$ cat config.mk
export PLATFORM = sky130hd
export DESIGN_NAME = lcd_capture
export DESIGN_NICKNAME = d
export VERILOG_FILES = /design/src/rtl/lcd_capture.sv
export SDC_FILE = /design/constraint.sdc
export NUM_CORES = 1
export LEC_CHECK = 0
export CAP_MARGIN = 20
export CORE_MARGIN = 2
export CORE_UTILIZATION = 56
export CTS_BUF_LIST = sky130_fd_sc_hd__clkbuf_4 sky130_fd_sc_hd__clkbuf_8
export DETAILED_ROUTE_END_ITERATION = 7
export PLACE_DENSITY = 0.82
export SKIP_LAST_GASP = 1
export SLEW_MARGIN = 20
export SYNTH_ARGS = -nofsm -noshare
export SYNTH_HDL_FRONTEND = slang
export SYNTH_SLANG_ARGS = --single-unit
$ cat constraint.sdc
create_clock -name clk -period 3.05 [get_ports clk]
set_input_delay 0.915 -clock clk [delete_from_list [all_inputs] [get_ports clk]]
set_output_delay 0.915 -clock clk [all_outputs]
set_load 0.03 [all_outputs]
$ cat src/rtl/lcd_capture.sv
// Receiver for the raw 4-bit STN LCD bus: synchronises data/flm/lp/dclk/m into clk,
// rebuilds the framebuffer write stream and flags line-length, frame-height and M faults.
`timescale 1ns/1ps
module lcd_capture #(
    parameter int H_RES  = 320,
    parameter int V_RES  = 240,
    parameter int ADDR_W = 15
) (
    input  logic              clk,
    input  logic              rst_n,
    input  logic [3:0]        data,
    input  logic              flm,
    input  logic              lp,
    input  logic              dclk,
    input  logic              m,
    output logic              pix_we,
    output logic [ADDR_W-1:0] pix_addr,
    output logic [3:0]        pix_data,
    output logic              frame_done,
    output logic [9:0]        row,
    output logic              len_err,
    output logic              frm_err,
    output logic              m_err
);

    // state  | meaning
    // IDLE   | waiting for flm+lp, bus activity discarded
    // ACTIVE | capturing lines of the current frame

    localparam int NIB   = H_RES / 4;
    localparam int COL_W = $clog2(NIB + 1);
    localparam logic [COL_W-1:0] NIB_C  = COL_W'(NIB);
    localparam logic [9:0]       VRES_C = 10'(V_RES);

    typedef enum logic {IDLE, ACTIVE} state_t;

    state_t state_q, state_n;

    // bus packing: [7:4] data, [3] flm, [2] lp, [1] dclk, [0] m
    logic [7:0] sync1, sync2;
    logic       lp_d3, dclk_d3;

    logic [3:0] data_s;
    logic       flm_s, lp_s, dclk_s, m_s;
    logic       dclk_fall, lp_rise;

    logic [COL_W-1:0]  col_q, col_n;
    logic [9:0]        row_q, row_n;
    logic              ovr_q, ovr_n;
    logic              bad_q, bad_n;
    logic              mref_q, mref_n;
    logic              we_q, we_n;
    logic [ADDR_W-1:0] addr_q, addr_n;
    logic [3:0]        pdat_q, pdat_n;
    logic              done_q, done_n;
    logic              len_q, len_n;
    logic              frm_q, frm_n;
    logic              merr_q, merr_n;

    always_ff @(posedge clk or negedge rst_n) begin
        if (!rst_n) begin
            sync1   <= '0;
            sync2   <= '0;
            lp_d3   <= 1'b0;
            dclk_d3 <= 1'b0;
        end else begin
            sync1   <= {data, flm, lp, dclk, m};
            sync2   <= sync1;
            lp_d3   <= sync2[2];
            dclk_d3 <= sync2[1];
        end
    end

    assign data_s    = sync2[7:4];
    assign flm_s     = sync2[3];
    assign lp_s      = sync2[2];
    assign dclk_s    = sync2[1];
    assign m_s       = sync2[0];
    assign dclk_fall = dclk_d3 & ~dclk_s;
    assign lp_rise   = lp_s & ~lp_d3;

    always_ff @(posedge clk or negedge rst_n) begin
        if (!rst_n) state_q <= IDLE;
        else        state_q <= state_n;
    end

    always_comb begin
        state_n = state_q;
        if (state_q == IDLE && lp_rise && flm_s)
            state_n = ACTIVE;
    end

    always_comb begin
        col_n  = col_q;
        row_n  = row_q;
        ovr_n  = ovr_q;
        bad_n  = bad_q;
        mref_n = mref_q;
        we_n   = 1'b0;
        addr_n = addr_q;
        pdat_n = pdat_q;
        done_n = 1'b0;
        len_n  = len_q;
        frm_n  = frm_q;
        merr_n = merr_q;
        case (state_q)
            IDLE: begin
                if (lp_rise && flm_s) begin
                    col_n  = '0;
                    row_n  = '0;
                    ovr_n  = 1'b0;
                    bad_n  = 1'b0;
                    mref_n = m_s;
                end
            end
            ACTIVE: begin
                // a nibble landing on the same cycle as lp belongs to the line being closed
                if (dclk_fall) begin
                    if (col_q < NIB_C) begin
                        if (row_q < VRES_C) begin
                            we_n   = 1'b1;
                            addr_n = ADDR_W'(row_q) * ADDR_W'(NIB) + ADDR_W'(col_q);
                            pdat_n = data_s;
                        end
                        col_n = col_q + COL_W'(1);
                    end else begin
                        ovr_n = 1'b1;
                    end
                end
                if (lp_rise) begin
                    if (col_n != NIB_C || ovr_n) begin
                        len_n = 1'b1;
                        bad_n = 1'b1;
                    end
                    col_n = '0;
                    ovr_n = 1'b0;
                    row_n = (row_q >= VRES_C) ? VRES_C : row_q + 10'd1;
                    if (flm_s) begin
                        if ((row_q + 10'd1) != VRES_C) frm_n  = 1'b1;
                        else if (!bad_n)               done_n = 1'b1;
                        row_n  = '0;
                        bad_n  = 1'b0;
                        if (m_s == mref_q) merr_n = 1'b1;
                        mref_n = m_s;
                    end
                end
            end
            default: ;
        endcase
    end

    always_ff @(posedge clk or negedge rst_n) begin
        if (!rst_n) begin
            col_q  <= '0;
            row_q  <= '0;
            ovr_q  <= 1'b0;
            bad_q  <= 1'b0;
            mref_q <= 1'b0;
            we_q   <= 1'b0;
            addr_q <= '0;
            pdat_q <= '0;
            done_q <= 1'b0;
            len_q  <= 1'b0;
            frm_q  <= 1'b0;
            merr_q <= 1'b0;
        end else begin
            col_q  <= col_n;
            row_q  <= row_n;
            ovr_q  <= ovr_n;
            bad_q  <= bad_n;
            mref_q <= mref_n;
            we_q   <= we_n;
            addr_q <= addr_n;
            pdat_q <= pdat_n;
            done_q <= done_n;
            len_q  <= len_n;
            frm_q  <= frm_n;
            merr_q <= merr_n;
        end
    end

    assign pix_we     = we_q;
    assign pix_addr   = addr_q;
    assign pix_data   = pdat_q;
    assign frame_done = done_q;
    assign row        = row_q;
    assign len_err    = len_q;
    assign frm_err    = frm_q;
    assign m_err      = merr_q;

endmodule

[After elaboration in Yosys (flattened, before gate mapping)]
Index checks and enable logic that the tools add are counted.
Storage, ports and cells
  register bits: 63
  bits of input ports: 10
  word-level logic and storage cells: 81
Cells by class
  add/sub/neg operators: 3
  multiply operators: 1
  order comparisons: 3
  equality and inequality tests: 6
  muxes and demuxes: 36
  bitwise gates (word level): 5
  reduce and logical (&&, ||, !) cells: 10
Operators with widths (number)
  two-way mux 10 bit: 4
  two-way mux 7 bit: 5
  two-way mux 1 bit: 22
  case mux 10 bit (2 select lines): 1
  adder 15 x 7 -> 15 bit: 1
  case mux 7 bit (2 select lines): 1
  AND reduction 4 bit: 3
  multiplier 10 x 3 -> 11 bit, second input constant: 1
  adder 10 x 1 -> 10 bit, second input constant: 1
  >= comparator 10 x 8 -> 1 bit, second input constant: 1
  less-than comparator 10 x 8 -> 1 bit, second input constant: 1
  != test 10 x 8 -> 1 bit, second input constant: 1
  adder 7 x 1 -> 7 bit, second input constant: 1
  less-than comparator 7 bit, second input constant: 1
  != test 7 bit, second input constant: 1
  != test 2 x 1 -> 1 bit, second input constant: 3
  case mux 1 bit (2 select lines): 3
  AND reduction 3 bit: 2
  logical AND 1 bit: 3
  NOT 1 bit: 3
  bitwise AND 1 bit: 2
  AND reduction 2 bit: 1
  == test 1 bit: 1
  logical OR 1 bit: 1

[Logic depth before layout (Yosys ltp)]
Gate-level depths: netlist of the first run.
  word-level depth: 14
  mapped depth: 9
  mapped depth without buffers: 9

[Worst setup path after synthesis of the first run]
OpenSTA, ideal clock, no wires.
  path type: flip-flop to flip-flop
  start: register row_q[3] (netlist: row[3])
  end: register addr_q[14] (netlist: pix_addr[14])
  arrival: 2.921 ns
  setup slack: 0.058 ns
  stages on the path, launching flop included: 10
  clock period less this slack: 2.992 ns
  cell sequence: dfrtp_1 -> ha_1 -> ha_1 -> fa_1 -> a211oi_2 -> nor2_1 -> xor2_1 -> nand4_4 -> or4_1 -> nand4_1
On the way
  cells in the longest elaborated chain, start to end: 2
  elaborated cells on any way between the ends: 4
  classes of those cells: add/sub: 1; mul: 1; order compare: 1; reduce/logical: 1
Ends and longest elaborated chain
  start, declared: line 48  | logic [9:0] row_q, row_n;
  start signal, assigned: line 168  | row_q <= row_n;
  multiplier 10 x 3 -> 11 bit or less-than comparator 10 x 8 -> 1 bit (tied branches): line 122, 120
  adder 15 x 7 -> 15 bit or AND reduction 4 bit (tied branches)
  end signal, assigned: line 173  | addr_q <= addr_n;
  end, declared: line 53  | logic [ADDR_W-1:0] addr_q, addr_n;
Several ways; a longest one is shown, not always the timed one.
A chain may end at the register's enable or synchronous reset.

[Final worst setup path of the first run]
  start: register row_q[2] (netlist: row[2])
  end: register addr_q[14] (netlist: pix_addr[14])
Same word-level chain as after synthesis.

==> reports/results.txt, run 1 <==
status = completed
PostCTS Resize Cnt = 0
vias in the first global route = 2405
Worst setup SP type = register
WL final = 6260 um
Yosys warning total = 0
post-layout minimum cycle time = 2.90 ns
Die ar. = 6360 um2
# hold bufs at CTS = 0
Fin. Hold Viols = 0
area of the multi-input gates = 1580 um2
Port-buffer cells = 43
Total GRT Usage = 22.2%
DR vias = 2485
row count = 27
Finished Cell Area = 3970 um2
Leakage = 1.81 nW
filler instances = 422
GRT overflow = 0
Worst R2R Start = row[2]$_DFFE_PN0P_
storage element area = 1580 um2
Starting DRT DRC Count = 120
pwr dens = 500 nW/um2
Worst Clk Skew = 0.00445 ns
worst hold path type = register to register
multiplexer share of the synthesized area = 1.28%
vias per cell = 5.56
gpl congestion = 0.892
TritonRoute pass-1 iters = 4
critical hold path startpoint = sync1[6]$_DFF_PN0_
final worst-path cycle share = 95.1%
Syn Inst Count = 319
Synth Flop Type = dfrtp_1
root buffer selected by CTS = clkbuf_8
Num Clock Sinks = 63
wire per inst = 14.0 um
distinct cell type count after synthesis = 50
Crit. End Element = register
Crit Path Class = register to register
Slew Limit Headroom = 55.5%
simple-gate share of the synthesized area = 18.8%
Clock Latency Late Sink = 0.34 ns
number of synthesized register bits = 63
Die Width = 79.8 um
Reg2Reg Setup Slack = 0.15 ns
fraction of layout instances using a drive strength above 1 = 10.1%
Syn Nets = 353
Post-synth EDFFs = 0
Synth area leaders = dfrtp_1, ha_1, nand2_1
Die H = 79.8 um
cells on worst reg2reg path = 8
Final nets = 404
Antenna Nets Post-Route = 0
Worst Hold Path EP = sync2[6]$_DFF_PN0_
fmax = 345 MHz
TritonCTS clock tree = built
largest family of logic cells by synthesized area = simple AND/OR/NAND/NOR gates
total CTS buffers = 9
Crit path arrival time = 3.17 ns
crit-path max FO = 9
Compound-Gate Fraction of Synth Area = 14.4%
Ant. Diodes = 0
Setup Viol. Count Final = 0
RR Endpoint = pix_addr[14]$_DFFE_PN0P_
post-synth top area share = 49.0%
IO Count = 44
peak supply drop = 0.413 mV
first-pass GRT wire length = 10800 um
Hold Path Cell Cnt = 0
pins over their slew limit = 0
pin count of the biggest net entering global routing = 64
DRC errors left = 0
Setup TNS Final = 0 ns
clock transition at the registers of the reported paths = 0.07 ns
initial antenna violation count = 0
max cap viols = 0
Worst Hold Margin = 0.349 ns
Synth Area in XOR/XNOR = 4.36%
CTS max path bufs = 2
Max H-tree Level = 3
syn_area_per_cell = 10.1 um2
post-placement cell area = 3750 um2
post-synthesis sequential area ratio = 49.0%
Setup Buffers After CTS = 0
P&R area growth vs syn = 23.3%
Yosys top cell by area = dfrtp_1
worst path required time = 3.32 ns
post-detailed-placement half-perimeter wirelength = 4510 um
core area = 5540 um2
most common cell after layout, fill and taps aside = dfrtp_1
Post-Synth Adder-Cell Area = 9.81%
most frequent cells in the layout = dfrtp_1, nand2_1, clkdlybuf4s50_1
initial core utilization = 58.0%
mapped cell area = 3220 um2
Async SR Flop Fraction = 100%
Tightest Pin Transition = 0.666 ns
metrics by stage:
stage                     total power [W]  util, %  cells  setup slack [ns]
after floorplan                   0.00114        -    319            0.0581
after global placement            0.00129     67.8    431             0.256
after detailed placement          0.00130     67.8    431             0.175
after CTS                         0.00200     71.2    447             0.169
after global routing              0.00209     71.6    447          -0.00699
final                             0.00198     71.6    447             0.149
sequential cells by signal, summed over array words and instances, names as in the netlist, 4 cells and up:
register / flops
pix_addr: 15
row: 10
sync1: 8
sync2: 8
col_q: 7
pix_data: 4
cell families (layout without fill, tap and decap cells):
group,count (synthesis),in the layout
compound gates,68,68
xor+xnor,16,16
mux,4,4
buf+inv,19,75
simple gates,125,125
flops,63,63
fa+ha+maj,24,24
Yosys cell counts (2+ instances only):
cell type and n:
nor4_1 2, nand4_1 6, nor2b_1 5, o31ai_1 3, nand2_1 59, ha_1 22
nand2b_1 3, or4_1 2, fa_1 2, clkbuf_1 8, o21a_1 7, xor2_1 12
dfrtp_1 63, a31oi_1 3, a211oi_2 3, nand3_1 9, a21oi_1 5, nor3_1 4
and2_1 2, a22o_1 5, o21ai_0 29, nand3b_1 2, and3_1 2, inv_1 9
mux2i_1 3, nor2_1 21, or2_2 2, xnor2_1 4
worst max path at each step:
stage / depth (start not counted) / startpoint / slack (ns) / endpoint
after global placement: 9 / row[1]$_DFFE_PN0P_ / 0.26 / pix_addr[14]$_DFFE_PN0P_
after CTS: 9 / row[2]$_DFFE_PN0P_ / 0.17 / pix_addr[14]$_DFFE_PN0P_
after detailed placement: 9 / row[2]$_DFFE_PN0P_ / 0.18 / pix_addr[14]$_DFFE_PN0P_
final: 8 / row[2]$_DFFE_PN0P_ / 0.15 / pix_addr[14]$_DFFE_PN0P_
after floorplan: 9 / row[3]$_DFFE_PN0P_ / 0.06 / pix_addr[14]$_DFFE_PN0P_
after global routing: 9 / row[2]$_DFFE_PN0P_ / -0.007 / pix_addr[14]$_DFFE_PN0P_
critical path: stages (launching register included):
cell and delay [ns]:
dfrtp_1 0.48, ha_1 0.39, fa_1 0.50, a211oi_2 0.36, nor2_1 0.10, xor2_1 0.29, nand4_4 0.14, or4_1 0.48
nand4_1 0.10
routing by layer:
layer | up-vias | track usage, % | part of all wire (%)
li1 | 1223 | - | -
met4 | 0 | 11.4 | 2.4
met5 | - | 0 | 0
met1 | 1178 | 29.2 | 47
met2 | 68 | 34.8 | 47
met3 | 16 | 4.75 | 4.2
area by class of cell:
cell class	instances	area share, %
Multi-Input combinational cell	237	39.9
Sequential cell	63	39.7
Timing Repair Buffer	50	12.4
Clock buffer	10	3.31
Tap cell	72	2.27
Clock inverter	6	1.55
Inverter	9	0.852
report_power, final:
group / total [W] / switching [W] / internal, W
clock network: 0.000697 / 0.000314 / 0.000383
logic: 0.000349 / 0.000208 / 0.000141
registers: 0.000936 / 0.0000389 / 0.000897
total: 0.00198 / 0.000561 / 0.00142
Note: power is estimated with default switching activity, not from simulation.
==> run 2: changes to the inputs <==
Settings changed: GPL_TIMING_DRIVEN set to 1.
==> results of run 2 <==
No change in the layout: final DEF, timing and power equal those of run 1.
